`config.mk`:
```
export PLATFORM = sky130hd
export DESIGN_NAME = rf_writeback_queue_flat
export DESIGN_NICKNAME = d
export VERILOG_FILES = /design/src/rtl/rf_writeback_queue_if.sv /design/src/rtl/rf_writeback_queue.sv /design/src/flat_wrapper.sv
export SDC_FILE = /design/constraint.sdc
export NUM_CORES = 1
export LEC_CHECK = 0
export CAP_MARGIN = 20
export CORE_MARGIN = 2
export CORE_UTILIZATION = 58
export CTS_BUF_LIST = sky130_fd_sc_hd__clkbuf_2 sky130_fd_sc_hd__clkbuf_4 sky130_fd_sc_hd__clkbuf_8
export DETAILED_ROUTE_END_ITERATION = 10
export PLACE_DENSITY = 0.87
export SLEW_MARGIN = 5
export SYNTH_ARGS = -nofsm -noshare
export SYNTH_HDL_FRONTEND = slang
export SYNTH_SLANG_ARGS = --single-unit
export TNS_END_PERCENT = 1
```
`constraint.sdc`:
```
create_clock -name clk -period 3.3 [get_ports clk]
set_input_delay 0.66 -clock clk [delete_from_list [all_inputs] [get_ports clk]]
set_output_delay 0.66 -clock clk [all_outputs]
set_load 0.01 [all_outputs]
```
`src/rtl/rf_writeback_queue_if.sv`:
```
// Handshake and forwarding bundle between the writeback
// queue, its producer, and the register file.
interface rf_writeback_queue_if #(
    parameter int AW = 2
);
    logic          in_valid;
    logic          in_ready;
    logic [4:0]    in_reg;
    logic [31:0]   in_data;
    logic          drain_en;
    logic          write;
    logic [4:0]    writereg;
    logic [31:0]   data;
    logic [4:0]    reg1;
    logic [4:0]    reg2;
    logic          fwd1_hit;
    logic [31:0]   fwd1_data;
    logic          fwd2_hit;
    logic [31:0]   fwd2_data;
    logic [AW:0]   count;

    modport master (
        output in_valid, in_reg, in_data, drain_en, reg1, reg2,
        input  in_ready, write, writereg, data,
        input  fwd1_hit, fwd1_data, fwd2_hit, fwd2_data, count
    );

    modport slave (
        input  in_valid, in_reg, in_data, drain_en, reg1, reg2,
        output in_ready, write, writereg, data,
        output fwd1_hit, fwd1_data, fwd2_hit, fwd2_data, count
    );
endinterface

```
`src/rtl/rf_writeback_queue.sv`:
```
// Register-file writeback queue: FIFO of pending writes
// drained one per cycle, with newest-value read forwarding.
module rf_writeback_queue #(
    parameter int DEPTH = 4,
    parameter int AW    = 2
) (
    input  logic                   clk,
    input  logic                   rst_n,
    rf_writeback_queue_if.slave    bus
);
    localparam logic [AW:0] FULL = (AW+1)'(DEPTH);

    logic [4:0]    ent_reg  [DEPTH];
    logic [31:0]   ent_data [DEPTH];
    logic [AW-1:0] wp;
    logic [AW-1:0] rp;
    logic [AW:0]   cnt;
    logic          push;
    logic          pop;
    logic          busy;
    logic [32:0]   f1;
    logic [32:0]   f2;

    assign busy         = (cnt != '0);
    assign bus.in_ready = (cnt < FULL);
    assign push         = bus.in_valid & bus.in_ready
                        & (bus.in_reg != 5'd0);
    // No strobe while reset is held, so a discarded entry never lands.
    assign bus.write    = rst_n & bus.drain_en & busy;
    assign pop          = bus.write;
    assign bus.writereg = busy ? ent_reg[rp]  : 5'd0;
    assign bus.data     = busy ? ent_data[rp] : 32'd0;
    assign bus.count    = cnt;

    // Scan oldest to newest; the last match is the newest value.
    function automatic logic [32:0] lookup(input logic [4:0] a);
        logic [32:0]   r;
        logic [AW-1:0] idx;
        r = '0;
        for (int i = 0; i < DEPTH; i++) begin
            idx = rp + AW'(i);
            if (((AW+1)'(i) < cnt) && (a != 5'd0)
                && (ent_reg[idx] == a))
                r = {1'b1, ent_data[idx]};
        end
        return r;
    endfunction

    // Forwarding lookup for both read ports.
    always_comb begin
        f1 = lookup(bus.reg1);
        f2 = lookup(bus.reg2);
    end

    assign bus.fwd1_hit  = f1[32];
    assign bus.fwd1_data = f1[31:0];
    assign bus.fwd2_hit  = f2[32];
    assign bus.fwd2_data = f2[31:0];

    // Pointer and occupancy bookkeeping.
    always_ff @(posedge clk) begin
        if (!rst_n) begin
            wp  <= '0;
            rp  <= '0;
            cnt <= '0;
        end else begin
            if (push)
                wp <= wp + 1'b1;
            if (pop)
                rp <= rp + 1'b1;
            case ({push, pop})
                2'b10:   cnt <= cnt + 1'b1;
                2'b01:   cnt <= cnt - 1'b1;
                default: cnt <= cnt;
            endcase
        end
    end

    // Entry storage; contents need no reset.
    always_ff @(posedge clk) begin
        if (push) begin
            ent_reg[wp]  <= bus.in_reg;
            ent_data[wp] <= bus.in_data;
        end
    end
endmodule

```
`src/flat_wrapper.sv`:
```
// flat-port wrapper written by rule: the top's interface ports become plain ports
module rf_writeback_queue_flat 
#(
    parameter int DEPTH = 4,
    parameter int AW    = 2
)
  (clk, rst_n, bus_in_valid, bus_in_reg, bus_in_data, bus_drain_en, bus_reg1, bus_reg2, bus_in_ready, bus_write, bus_writereg, bus_data, bus_fwd1_hit, bus_fwd1_data, bus_fwd2_hit, bus_fwd2_data, bus_count);
  rf_writeback_queue_if #(.AW(AW)) bus_i ();
  input  logic clk;
  input  logic rst_n;
  input wire logic [$bits(bus_i.in_valid)-1:0] bus_in_valid;
  input wire logic [$bits(bus_i.in_reg)-1:0] bus_in_reg;
  input wire logic [$bits(bus_i.in_data)-1:0] bus_in_data;
  input wire logic [$bits(bus_i.drain_en)-1:0] bus_drain_en;
  input wire logic [$bits(bus_i.reg1)-1:0] bus_reg1;
  input wire logic [$bits(bus_i.reg2)-1:0] bus_reg2;
  output wire logic [$bits(bus_i.in_ready)-1:0] bus_in_ready;
  output wire logic [$bits(bus_i.write)-1:0] bus_write;
  output wire logic [$bits(bus_i.writereg)-1:0] bus_writereg;
  output wire logic [$bits(bus_i.data)-1:0] bus_data;
  output wire logic [$bits(bus_i.fwd1_hit)-1:0] bus_fwd1_hit;
  output wire logic [$bits(bus_i.fwd1_data)-1:0] bus_fwd1_data;
  output wire logic [$bits(bus_i.fwd2_hit)-1:0] bus_fwd2_hit;
  output wire logic [$bits(bus_i.fwd2_data)-1:0] bus_fwd2_data;
  output wire logic [$bits(bus_i.count)-1:0] bus_count;
  assign bus_i.in_valid = bus_in_valid;
  assign bus_i.in_reg = bus_in_reg;
  assign bus_i.in_data = bus_in_data;
  assign bus_i.drain_en = bus_drain_en;
  assign bus_i.reg1 = bus_reg1;
  assign bus_i.reg2 = bus_reg2;
  assign bus_in_ready = bus_i.in_ready;
  assign bus_write = bus_i.write;
  assign bus_writereg = bus_i.writereg;
  assign bus_data = bus_i.data;
  assign bus_fwd1_hit = bus_i.fwd1_hit;
  assign bus_fwd1_data = bus_i.fwd1_data;
  assign bus_fwd2_hit = bus_i.fwd2_hit;
  assign bus_fwd2_data = bus_i.fwd2_data;
  assign bus_count = bus_i.count;
  rf_writeback_queue #(.DEPTH(DEPTH), .AW(AW)) u_core (.clk(clk), .rst_n(rst_n), .bus(bus_i));
endmodule
```
# Word-level counts from Yosys, hierarchy flattened
# Memory sizes are Yosys's and may differ from the RTL's. A register that Yosys moved wholly into a read port is not among the register bits.
# Index checks and enable logic that the tools add are counted.
# Widths: inputs -> output; s select.
[word_totals] in_bits=51 ramBits=148 memories=2 output_inout_bits=108 elab_cells=68 reg_bits=7
[op_classes] addsub=6 mux=17 n_lt_le_gt_ge=5 n_reduce_logical=21 n_eq_ne=10 bitwise_logic=4
[memory_table] memory="u_core.ent_data" words=4 word_bits=32 rd=4 rd_clocked_by_memory_dff=1 write_ports=1 line="rf_writeback_queue.sv:14" rtl="logic [31:0] ent_data [DEPTH];"
[memory_table] memory="u_core.ent_reg" words=4 word_bits=5 rd=4 rd_clocked_by_memory_dff=1 write_ports=1 line="rf_writeback_queue.sv:13" rtl="logic [4:0] ent_reg [DEPTH];"
[ops] operator="$mux 33" count=8
[ops] operator="$eq 5x5->1" count=8
[ops] operator="$mux 32" count=1
[ops] operator="$logic_and 1x1->1" count=16
[ops] operator="$reduce_bool 5->1" count=3
[ops] operator="$mux 2" count=4
[ops] operator="$lt 1x3->1 const A" count=2
[ops] operator="$lt 2x3->1 const A" count=2
[ops] operator="$pmux 3 s2" count=1
[ops] operator="$mux 5" count=1
[ops] operator="$add 2x1->2 const B" count=2
[ops] operator="$add 2x2->2 const B" count=2
[ops] operator="$and 1x1->1" count=4
[ops] operator="$add 3x1->3 const B" count=1
[ops] operator="$lt 3x3->1 const B" count=1
[ops] operator="$reduce_bool 3->1" count=1
[ops] operator="$sub 3x1->3 const B" count=1
[ops] operator="$eq 2x1->1 const B" count=1
[ops] operator="$eq 2x2->1 const B" count=1
[ops] operator="$mux 1" count=2
[ops] operator="$reduce_bool 2->1" count=1

# Longest topological paths before layout
[logic_depth] ltp_word=7 depth_mapped=12 ltp_nobuf=8

# Worst setup path before layout
# Ideal clock, no wire load.
[synth_timing] path_kind="reg2out" start="register (tool-made name)" end="output port bus_fwd1_data[0]" t_required_ns=2.640 path_slack_ns=0.204 path_stages_with_launch=11 arrival_ns=2.436 path_buffers=4 cell_sequence="dfxtp_1 -> buf_6 -> buf_8 -> mux4_2 -> xnor2_2 -> nand4_1 -> or3_1 -> buf_2 -> buf_6 -> a221o_1 -> a22oi_2"
[synth_rtl] element="to (decl)" line="flat_wrapper.sv:22" rtl="output wire logic [$bits(bus_i.fwd1_data)-1:0] bus_fwd1_data;"

# Final worst setup path
[layout_timing] start="register u_core.rp[0]" end="output port bus_fwd2_data[5]"
[layout_between] elab_chain_len=7 elab_cells_between_ends=14 classes_between="add/sub (3); eq/ne (3); mux (3); reduce/logical (3); memory (2)"
[layout_lines] element="from (decl)" line="rf_writeback_queue.sv:16" rtl="logic [AW-1:0] rp;"
[layout_lines] element="from (signal assigned)" line="rf_writeback_queue.sv:70" rtl="rp <= rp + 1'b1;"
[layout_lines] element="$add 2x1->2" line="rf_writeback_queue.sv:41" rtl="idx = rp + AW'(i);"
[layout_lines] element="$mem_v2 4x5"
[layout_lines] element="$eq 5x5->1" line="rf_writeback_queue.sv:43" rtl="&& (ent_reg[idx] == a))"
[layout_lines] element="$logic_and 1x1->1" line="rf_writeback_queue.sv:43"
[layout_lines] element="$mux 33 (2 in a row)" line="rf_writeback_queue.sv:42" rtl="if (((AW+1)'(i) < cnt) && (a != 5'd0)"
[layout_lines] element="$mux 33 *" line="rf_writeback_queue.sv:42"
[layout_lines] element="to (decl)" line="flat_wrapper.sv:24" rtl="output wire logic [$bits(bus_i.fwd2_data)-1:0] bus_fwd2_data;"
# Mark *: on every way between the ends. The rest lies on a longest branch, timed or not.

==> out/results.ini <==
[timing]
grt_setup_unrepaired = true
hold_viol_final = 0
relSlewSlack_pct = 48.8
report.final.slew_viol_count = 0
setup_viol = 69
finalCritPeriodShare_pct = 117
setup_ws_ps = -567
clock_skew_ps = 10.3
worstMarginPinSlew_ps = 768
finalWorstPathRequiredPeriod_ps = 3870
max_freq_mhz = 259

[global_routing]
grt_pass1_wl_mm = 58.7
grt_start_max_net_pins = 69
grt.overflow.total = 0
first_global_vias = 11100
antenna_found_initial = 0
grt_use_total_pct = 35.2

[placement]
io_buffers = 158
dp_cells = 1495
dp_hpwl_mm = 24.4
pre_cts_slack_ps = -836
place_congestion = 0.928

[pwr]
p_clk_share_pct = 19.7
pwr-share-seq_pct = 33.0
ir_drop_mv = 0.361
power_density_nw_per_um2 = 489
swShare_pct = 37.6
p_leak_nw = 5.95
power_frac_comb_pct = 47.3
internal_power_mw = 4.62
power.switching_mw = 2.78

[flow_run]
drv_cap = 0

[yosys]
syn_inst = 1031
syn_avg_cell_area_um2 = 11.2
yosysWarnings = 0
synth_edf_count = 148
ys_ff_latch = 157
syn_area_um2 = 11500
synth.area.top_cells = edfxtp_1 38%, mux4_2 13%, mux2i_1 8.1%
synthMostInstantiatedCell = edfxtp_1
synth_cell_types = 58
synthFlopType = edfxtp_1
yosys.area.top_type = edfxtp_1
synth_common_cells = 148 x edfxtp_1, 125 x nand2_1, 93 x mux2i_1
async_reset_ff_share_pct = 0
netlist.area_leader.share_pct = 38.5
yosysSeqAreaShare_pct = 40.1
syn-num-nets = 1091

[route]
viasPerCell = 7.01
postRouteWirelength_mm = 38.4
route.detailed.drc = 0
route.vias.total = 10900
route.antenna.remaining_nets = 0
drtPass1Iterations = 6
drt_iter0_drc = 1681
wl_per_cell_um = 24.7

[cells_and_area]
finalNetCount = 1336
multi_input_area_um2 = 6850
diodes = 0
largest_reg_flops = 128
drive_above_1_share_pct = 36.2
fill_cells = 1169
layoutNonFillerInstCount = 1554
area_growth_pct = 30.9
regArea_um2 = 4640

[setup_path]
cp_slowest_stage_delay_ps = 380
worstPathRequired_ps = 2640
reg2reg_slack_ps = 1170
crit_chain = buf_12, buf_4, buf_4, mux2i_2, xor2_1, a22oi_2, nor3_4, buf_4, buf_4, nand2b_1, o211a_1, o22ai_1, clkdlybuf4s15_2
critical_path_buf_inv_count = 6
cp.arrival_ps = 3210
crit_path_end_kind = primary output
worstReg2RegEnd = u_core.bus.count[2]
path_class = reg -> out
timing.rr.start = u_core.bus.count[1]
crit_path_frequent_cell = buf_4
crit_path_max_fanout = 7
path_delay_family = buffers and inverters
rr_worst_depth = 9
critPathLaunchType = flop
cp_slowest_cell = dfxtp_4

[cts]
clkTransAtPathRegs_ps = 100
cts_root_buf = clkbuf_8
cts_hold_buf = 0
clock_latency_ps = 480
cts.path.max_buffers = 2
numCtsBuffers = 17
tritoncts = yes
cts.sinks = 157
htree_levels = 4

[min_path]
hold_class = reg -> reg
hold_start = u_core.wp[1]
hold_end = u_core.wp[1]
hold_depth = 2

[die]
die_width_um = 145
start_util_pct = 59.1
ios = 159
core_um2 = 19500
rows = 51
dieArea_um2 = 21000
die_height_um = 145

[status]
status = finished with violations
violations = setup timing

[through the flow]
stage | total power, mW | hold slack (ps) | setup TNS, ps | utilization [%] | area (um^2)
after floorplan | 4.46 | 528 | 0 | - | 11500
after global placement | 5.60 | 554 | -45450 | 73.1 | 14300
after detailed placement | 5.71 | 601 | -46410 | 73.1 | 14300
after CTS | 7.19 | 611 | -32700 | 76.6 | 15000
after global routing | 7.67 | 617 | -36620 | 77.4 | 15100
final | 7.40 | 613 | -31320 | 77.4 | 15100
[per-layer routing]
| metal | GRT usage, % | up-vias | share of wire [%] |
|---|---|---|---|
| met2 | 57.9 | 941 | 48 |
| met1 | 44.2 | 5242 | 35 |
| met3 | 7.01 | 217 | 12 |
| li1 | - | 4495 | - |
| met5 | 0 | - | 0 |
| met4 | 19.1 | 0 | 5.5 |
[worst min-delay path: cells and delay by family, from the launching register on]
family,cells,cell delay (ps)
DFF,1,350
muxes,1,150
and+or+nand+nor,1,70
[what timing repair did]
action,CTS,global route
pin swaps,46,23
setup endpoints to repair,103,69
cloned,1,0
setup buffers,22,4
resized for setup,331,86
[cell type report]
class | count | share of cell area, %
inverter | 11 | 0.273
tap | 265 | 2.19
clock buffer | 17 | 1.55
sequential | 157 | 30.7
multi-input combinational | 763 | 45.3
timing repair buffer | 326 | 18.9
clock inverter | 15 | 1.11
[how the worst max path moves through the flow]
| stage | start | endpoint | slack, ps | cells past startpoint |
|---|---|---|---|---|
| finish | u_core.rp[0] | bus_fwd2_data[5] | -570 | 13 |
| CTS | u_core.rp[0] | bus_fwd2_hit | -570 | 11 |
| floorplan | flop | bus_fwd1_data[0] | 200 | 10 |
| global placement | bus_reg1[4] | bus_fwd1_data[1] | -810 | 9 |
| detailed placement | bus_reg1[2] | bus_fwd1_data[1] | -840 | 9 |
| global route | u_core.rp[0] | bus_fwd2_data[5] | -640 | 13 |
[cell usage in the layout, fill, tap and decap left out, drive strengths merged, types with 9 or more instances in the layout]
cell / count
o22ai: 42
a22oi: 24
clkdlybuf4s50: 58
nand2: 125
inv: 22
xnor2: 28
edfxtp: 148
dlygate4sd2: 33
buf: 230
xor2: 14
nor2b: 36
nor2: 22
and2: 12
mux2: 27
dfxtp: 9
nand3: 26
a21oi: 63
a221o: 20
clkbuf: 19
a21o: 22
o21ai: 69
mux4: 71
mux2i: 93
a221oi: 19
ha: 9
[logic make-up (layout without fill, tap and decap cells)]
kind of cell | Yosys count | in the layout | synth area share, %
buffers and inverters | 111 | 369 | 4.65
AND/OR/NAND/NOR | 245 | 245 | 10.0
AO/OA/AOI/OAI | 276 | 276 | 16.3
adder cells (fa/ha/maj) | 9 | 9 | 0.975
XOR/XNOR | 42 | 42 | 3.25
flip-flops | 157 | 157 | 40.1
multiplexers | 191 | 191 | 24.7
[power groups by stage]
stage	Sequential, mW	Clock [mW]	Combinational [mW]
final	2.44	1.45	3.50
after global routing	2.45	1.54	3.67
after CTS	2.43	1.46	3.30
after detailed placement	2.50	0	3.21
after global placement	2.48	0	3.12
after floorplan	2.44	0	2.02
(Power assumes the default switching activity.)
